`config.mk`:
```
export PLATFORM = sky130hd
export DESIGN_NAME = fifo_uart_tx
export DESIGN_NICKNAME = d
export VERILOG_FILES = /design/src/rtl/fifo_uart_tx.sv
export SDC_FILE = /design/constraint.sdc
export NUM_CORES = 1
export LEC_CHECK = 0
export CAP_MARGIN = 15
export CORE_AREA = 10 10 66 68
export CTS_CLUSTER_SIZE = 28
export DETAILED_ROUTE_END_ITERATION = 16
export DIE_AREA = 0 0 76 78
export PLACE_DENSITY = 0.8
export SYNTH_ARGS = -nofsm -noshare
export SYNTH_HDL_FRONTEND = slang
export SYNTH_SLANG_ARGS = --single-unit
```
`constraint.sdc`:
```
create_clock -name clk -period 1.94 [get_ports clk]
set_clock_uncertainty 0.2 [all_clocks]
set_input_delay 0.388 -clock clk [delete_from_list [all_inputs] [get_ports clk]]
set_output_delay 0.388 -clock clk [all_outputs]
set_load 0.1 [all_outputs]
```
`src/rtl/fifo_uart_tx.sv`:
```
`default_nettype none
// ============================================================================
// Module   : fifo_uart_tx
// Brief    : Drains a registered-read FIFO one byte at a time and sends each
//            byte as an 8-bit asynchronous UART frame on a registered tx line
//            (start bit, LSB-first data, optional parity, 1 or 2 stop bits).
// Revision : 1.0 - initial release
// ============================================================================
module fifo_uart_tx #(
    parameter int CLK_DIV   = 104,
    parameter int PARITY    = 0,
    parameter int STOP_BITS = 1
) (
    input  logic       clk,
    input  logic       rst,
    input  logic       empty,
    input  logic [7:0] q,
    output logic       re,
    output logic       tx,
    output logic       busy
);

    localparam int                CNT_W       = $clog2(CLK_DIV);
    localparam logic [CNT_W-1:0]  BAUD_LAST   = CNT_W'(CLK_DIV - 1);
    localparam logic              STOP_LAST   = 1'(STOP_BITS - 1);
    localparam bit                HAS_PARITY  = (PARITY != 0);
    localparam bit                EVEN_PARITY = (PARITY == 2);

    typedef enum logic [2:0] {
        S_IDLE   = 3'd0,
        S_FETCH  = 3'd1,
        S_LOAD   = 3'd2,
        S_START  = 3'd3,
        S_DATA   = 3'd4,
        S_PARITY = 3'd5,
        S_STOP   = 3'd6
    } state_t;

    state_t             state, state_nxt;
    logic [CNT_W-1:0]   baud,  baud_nxt;
    logic [2:0]         bitn,  bitn_nxt;
    logic [7:0]         shift, shift_nxt;
    logic               par,   par_nxt;
    logic               stopn, stopn_nxt;
    logic               tx_nxt;
    logic               bit_end;

    // The bit period ends on the last count; the counter wraps to 0 there.
    assign bit_end = (baud == BAUD_LAST);

    // The FIFO read strobe and busy flag are pure functions of the state.
    assign re   = (state == S_FETCH);
    assign busy = (state != S_IDLE);

    // Next-state and datapath: tx_nxt is the line level for the next cycle,
    // so the tx register always holds the value belonging to the current state.
    always_comb begin
        state_nxt = state;
        baud_nxt  = baud;
        bitn_nxt  = bitn;
        shift_nxt = shift;
        par_nxt   = par;
        stopn_nxt = stopn;
        tx_nxt    = 1'b1;
        case (state)
            S_IDLE: begin
                if (!empty) begin
                    state_nxt = S_FETCH;
                end
            end
            S_FETCH: begin
                state_nxt = S_LOAD;
            end
            S_LOAD: begin
                shift_nxt = q;
                par_nxt   = 1'b0;
                baud_nxt  = '0;
                bitn_nxt  = 3'd0;
                stopn_nxt = 1'b0;
                state_nxt = S_START;
                tx_nxt    = 1'b0;
            end
            S_START: begin
                tx_nxt = 1'b0;
                if (bit_end) begin
                    baud_nxt  = '0;
                    state_nxt = S_DATA;
                    tx_nxt    = shift[0];
                end else begin
                    baud_nxt = baud + CNT_W'(1);
                end
            end
            S_DATA: begin
                tx_nxt = shift[0];
                if (bit_end) begin
                    baud_nxt  = '0;
                    par_nxt   = par ^ shift[0];
                    shift_nxt = {1'b0, shift[7:1]};
                    bitn_nxt  = bitn + 3'd1;
                    if (bitn == 3'd7) begin
                        if (HAS_PARITY) begin
                            state_nxt = S_PARITY;
                            tx_nxt    = EVEN_PARITY ? par_nxt : ~par_nxt;
                        end else begin
                            state_nxt = S_STOP;
                            tx_nxt    = 1'b1;
                        end
                    end else begin
                        tx_nxt = shift[1];
                    end
                end else begin
                    baud_nxt = baud + CNT_W'(1);
                end
            end
            S_PARITY: begin
                tx_nxt = tx;
                if (bit_end) begin
                    baud_nxt  = '0;
                    state_nxt = S_STOP;
                    tx_nxt    = 1'b1;
                end else begin
                    baud_nxt = baud + CNT_W'(1);
                end
            end
            S_STOP: begin
                if (bit_end) begin
                    baud_nxt = '0;
                    if (stopn == STOP_LAST) begin
                        state_nxt = S_IDLE;
                    end else begin
                        stopn_nxt = 1'b1;
                    end
                end else begin
                    baud_nxt = baud + CNT_W'(1);
                end
            end
            default: begin
                state_nxt = S_IDLE;
            end
        endcase
    end

    // State and datapath registers; reset abandons any frame in progress.
    always_ff @(posedge clk or posedge rst) begin
        if (rst) begin
            state <= S_IDLE;
            baud  <= '0;
            bitn  <= 3'd0;
            shift <= 8'd0;
            par   <= 1'b0;
            stopn <= 1'b0;
            tx    <= 1'b1;
        end else begin
            state <= state_nxt;
            baud  <= baud_nxt;
            bitn  <= bitn_nxt;
            shift <= shift_nxt;
            par   <= par_nxt;
            stopn <= stopn_nxt;
            tx    <= tx_nxt;
        end
    end

endmodule
`default_nettype wire

```
After elaboration in Yosys (flattened, before gate mapping)
Index checks and enable logic that the tools add are counted.
{ "word_totals": {"regBits": 23, "out_inout_bits": 3, "wordCells": 54} }
{ "classes": {"eq_ne": 15, "addsub": 2, "reduce_logical": 9, "n_mux": 22} }
{ "ops": {"columns": ["op", "n"], "rows": [
  ["$mux 3", 8],
  ["$pmux 3 s7", 1],
  ["$pmux 8 s2", 1],
  ["$ne 2x2->1 const B", 7],
  ["$pmux 7 s2", 1],
  ["$eq 3x3->1 const B", 4],
  ["$mux 8", 1],
  ["$add 7x1->7 const B", 1],
  ["$eq 7x7->1 const B", 1],
  ["$mux 7", 1],
  ["$reduce_and 7->1", 1],
  ["$eq 3x2->1 const B", 2],
  ["$mux 1", 6],
  ["$pmux 3 s2", 1],
  ["$reduce_bool 2->1", 3],
  ["$pmux 1 s4", 1],
  ["$reduce_and 2->1", 2],
  ["$reduce_or 4->1", 1],
  ["$add 3x1->3 const B", 1],
  ["$eq 3x1->1 const B", 1],
  ["$logic_not 3->1", 1],
  ["$reduce_bool 3->1", 1],
  ["$pmux 1 s2", 1]
]} }

Logic depth before layout (Yosys ltp)
{ "logic_depth": {"depth_word": 4, "depth_mapped": 5} }

Worst setup path after synthesis
Ideal clock, no wire load.
{ "synth_path": {"path_kind": "register to output", "from": "register state[1]", "to": "output re", "n_path_buf": 2, "setup_slack_ps": -1588, "arrival_ps": 2940, "required_ps": 1352, "stages_incl_launch_ff": 4, "cell_sequence": "dfrtp_1 -> clkbuf_1 -> buf_1 -> nor3_1"} }
{ "synth_between": {"elab_chain_len": 1} }
{ "synth_lines": {"columns": ["element", "line_no", "rtl"], "rows": [
  ["start, declared", "39", "state_t state, state_nxt;"],
  ["start signal, assigned", "154", "state <= state_nxt;"],
  ["$eq 3x1->1", "52", "assign re = (state == S_FETCH);"],
  ["end, declared", "18", "output logic re,"]
]} }
No other way between the ends.

Final worst setup path
{ "layout_path": {"from": "register state[2]", "to": "output busy"} }
{ "layout_between": {"elab_chain_len": 1} }
{ "layout_lines": {"columns": ["element", "line_no", "rtl"], "rows": [
  ["$reduce_bool 3->1", "53", "assign busy = (state != S_IDLE);"],
  ["end, declared", "20", "output logic busy"]
]} }
No other way between the ends.

==> flow_metrics.py <==
metrics = {
    "die": {
        "coreArea_um2": 3180,
        "die_w_um": 76,
        "die_area_um2": 5930,
        "fp.dieH_um": 78,
        "start_util": 0.484,
        "placementRows": 21,
        "io_pins": 14,
    },
    "timing": {
        "fmaxAchievable_mhz": 512,
        "final.setup.worst_slack_ns": -0.0142,
        "finalHoldViolCount": 0,
        "worst_pin_slew_ns": 0.349,
        "rsz0062_at_grt": "yes",
        "setup_viol": 1,
        "maxSlewViolCount": 0,
        "post-route-min-period_ns": 1.95,
        "slew_headroom": 0.764,
        "fin_crit_sh": 1.01,
        "hold-worst-slack_ns": 0.194,
        "tns_ns": -0.0142,
    },
    "grt": {
        "grtUsageTotal": 0.132,
        "grt_pass1_vias": 1457,
        "grt_antenna_before_repair": 0,
        "grt_overflow": 0,
        "grt_pass1_wl_um": 6730,
        "grt_max_degree": 24,
    },
    "drt": {
        "ant_nets": 0,
        "firstDrtPassIters": 4,
        "wirelength_um": 4110,
        "wl_per_cell_um": 16.6,
        "drc": 0,
        "drt_iter0_drc": 118,
        "vias": 1500,
        "vias_per_cell": 6.07,
    },
    "critical_path": {
        "cp_slowest_cell": "dfrtp_2",
        "end_kind": "primary output",
        "r2r-end": "shift[2]$_DFFE_PP0P_",
        "reg2reg_depth": 6,
        "critPathArrivalTime_ns": 1.37,
        "crit_required_ns": 1.35,
        "max_stage_delay_ns": 0.46,
        "rrSetupSlack_ns": 0.11,
        "rr_startpoint": "baud[1]$_DFFE_PP0P_",
        "cp_top_family": "flip-flops",
        "path_class": "reg -> out",
        "crit_fanout": 5,
        "crit_chain": "or3_4, buf_12",
        "path_buf_inv": 1,
        "start_kind": "flip-flop",
    },
    "synth": {
        "post_synth.cell_area_avg_um2": 8.70,
        "ys_ff_latch": 23,
        "synth-edff-count": 0,
        "syn-num-nets": 191,
        "synthArstFlopShare": 1.00,
        "synth_flop_cell": "dfrtp_1",
        "synth_area_um2": 1540,
        "ys_types": 45,
        "synth_seq_area_share": 0.374,
        "syn_inst": 177,
        "yosys_warnings": 0,
    },
    "placement": {
        "dp_slack_ns": 0.0213,
        "numPortBuffers": 13,
        "detailed_place_hpwl_um": 2870,
        "place.gp.congestion": 0.894,
    },
    "layout": {
        "layout-drive-gt1-share": 0.214,
        "n_antenna_cell": 0,
        "regArea_um2": 582,
        "nNetsFinal": 216,
        "multi_input_area_um2": 907,
        "n_fill_cell": 269,
        "area_delta_synth_final_pct": 24.0,
    },
    "clocking": {
        "clockRootBuffer": "clkbuf_4",
        "cts_buffers": 3,
        "cts_hold_repair.buffers": 0,
        "clk_path_buf_depth": 2,
        "h-tree-depth": 1,
        "cts_tree": "built",
        "clk-insertion-delay-late_ns": 0.32,
        "clock_sinks": 23,
        "cts.clk_slew.worst_paths_ns": 0.14,
    },
    "power_and_ir_drop": {
        "peakVddDrop_uv": 336,
        "power_density_nw_per_um2": 405,
        "p_leak_nw": 0.776,
    },
    "worst_hold_path": {
        "hold_class": "in -> async",
    },
    "outcome": {
        "status": "finished with violations",
        "violations": "negative setup slack",
    },
    "job": {
        "drv_cap": 0,
    },
}
-- layout make-up --
cell class / instances / share of cell area
Inverter: 4 / 0.00786
Sequential cell: 23 / 0.305
Multi-Input combinational cell: 136 / 0.475
Tap cell: 46 / 0.0301
Clock inverter: 1 / 0.00262
Clock buffer: 3 / 0.0118
Timing Repair Buffer: 34 / 0.168
-- cells in the mapped netlist, types with 2 or more instances --
master	instances	share of area
nand2_1	21	0.051
o21ai_0	10	0.032
o2bb2ai_1	3	0.017
a211oi_1	2	0.0097
a32oi_1	3	0.017
nor3_1	4	0.013
mux2i_1	8	0.052
buf_2	2	0.0065
inv_1	4	0.0097
dfrtp_1	22	0.36
o2111ai_1	2	0.011
o211ai_1	5	0.024
ha_1	3	0.024
nor2_1	8	0.019
nand2b_1	2	0.0081
a41oi_1	2	0.011
and3_1	8	0.032
a21oi_1	13	0.042
nor2b_1	6	0.024
clkbuf_1	10	0.024
and2_0	2	0.0081
o21a_1	2	0.0097
nand3_1	12	0.039
nor4_1	2	0.0081
-- cell usage in the layout (no fill, tap or decap), types with 3 or more instances in the layout --
cell	count
nand2_1	20
buf_4	20
dfrtp_1	18
a21oi_1	13
nand3_1	12
o21ai_0	10
clkdlybuf4s50_1	10
nor2_1	8
and3_1	8
mux2i_1	8
nor2b_1	6
o211ai_1	5
inv_1	4
dfrtp_2	4
a32oi_1	3
nor3_1	3
o2bb2ai_1	3
clkbuf_4	3
buf_12	3
-- timing repair --
action / 4_1_cts / 5_1_grt
endpoints found under the setup margin: 2 / 17
pin swaps: 1 / 1
hold endpoints to repair: 0 / 0
buffers inserted: 4 / 3
gates cloned: 0 / 0
resized for setup: 1 / 5
-- metrics by stage --
step	instance area [um^2]	utilization	std cells	power (mW)
after floorplan	1590	-	177	0.525
after global placement	1820	0.572	236	0.552
after detailed placement	1820	0.572	236	0.555
after CTS	1880	0.591	244	0.783
after global routing	1910	0.601	247	0.804
final	1910	0.601	247	0.775
-- how the worst max path moves through the flow --
| stage | start | end | slack, ns | cells after the start |
|---|---|---|---|---|
| finish | state[2]$_DFFE_PP0P_ | busy | -0.01 | 2 |
| detailed placement | baud[1]$_DFFE_PP0P_ | tx$_DFFE_PP1P_ | 0.02 | 5 |
| CTS | state[2]$_DFFE_PP0P_ | busy | -0.07 | 2 |
| floorplan | state[1]$_DFFE_PP0P_ | re | -0.14 | 3 |
| global placement | baud[1]$_DFFE_PP0P_ | baud[5]$_DFFE_PP0P_ | 0.12 | 5 |
| global route | baud[1]$_DFFE_PP0P_ | tx$_DFFE_PP1P_ | -0.08 | 5 |
-- cell families (layout without fill, tap and decap cells) --
kind of cell / after synthesis / after routing / share of synthesized area
DFF: 23 / 23 / 0.374
adders and majority gates: 3 / 3 / 0.0244
muxes: 9 / 9 / 0.0593
xor gates and xnor gates: 1 / 1 / 0.00569
and+or+nand+nor: 71 / 71 / 0.256
AOI/OAI and AO/OA: 52 / 52 / 0.230
buffers and inverters: 18 / 42 / 0.0504
-- worst min-delay path, stage by stage --
cell and delay, ns:
clkdlybuf4s50_1 0.40, inv_1 0.05, buf_4 0.28
-- where the power goes --
group	leakage, nW	total, mW	internal [mW]	switching [mW]
combinational	0.496	0.0498	0.0295	0.0204
clock	0.0177	0.230	0.0771	0.152
sequential	0.263	0.495	0.488	0.00739
total	0.776	0.775	0.595	0.180
-- sequential cells by signal (all words and copies together) (netlist names) --
signal	flops
shift	8
tx	1
bitn	3
stopn	1
state	3
baud	7
-- metal layers --
metal	track usage	vias up	part of all wire
met5	0	-	0
met4	0.0587	0	0.012
met2	0.234	60	0.51
met3	0.0196	8	0.050
li1	-	707	-
met1	0.153	725	0.42
Power figures use the tool's default switching activity.
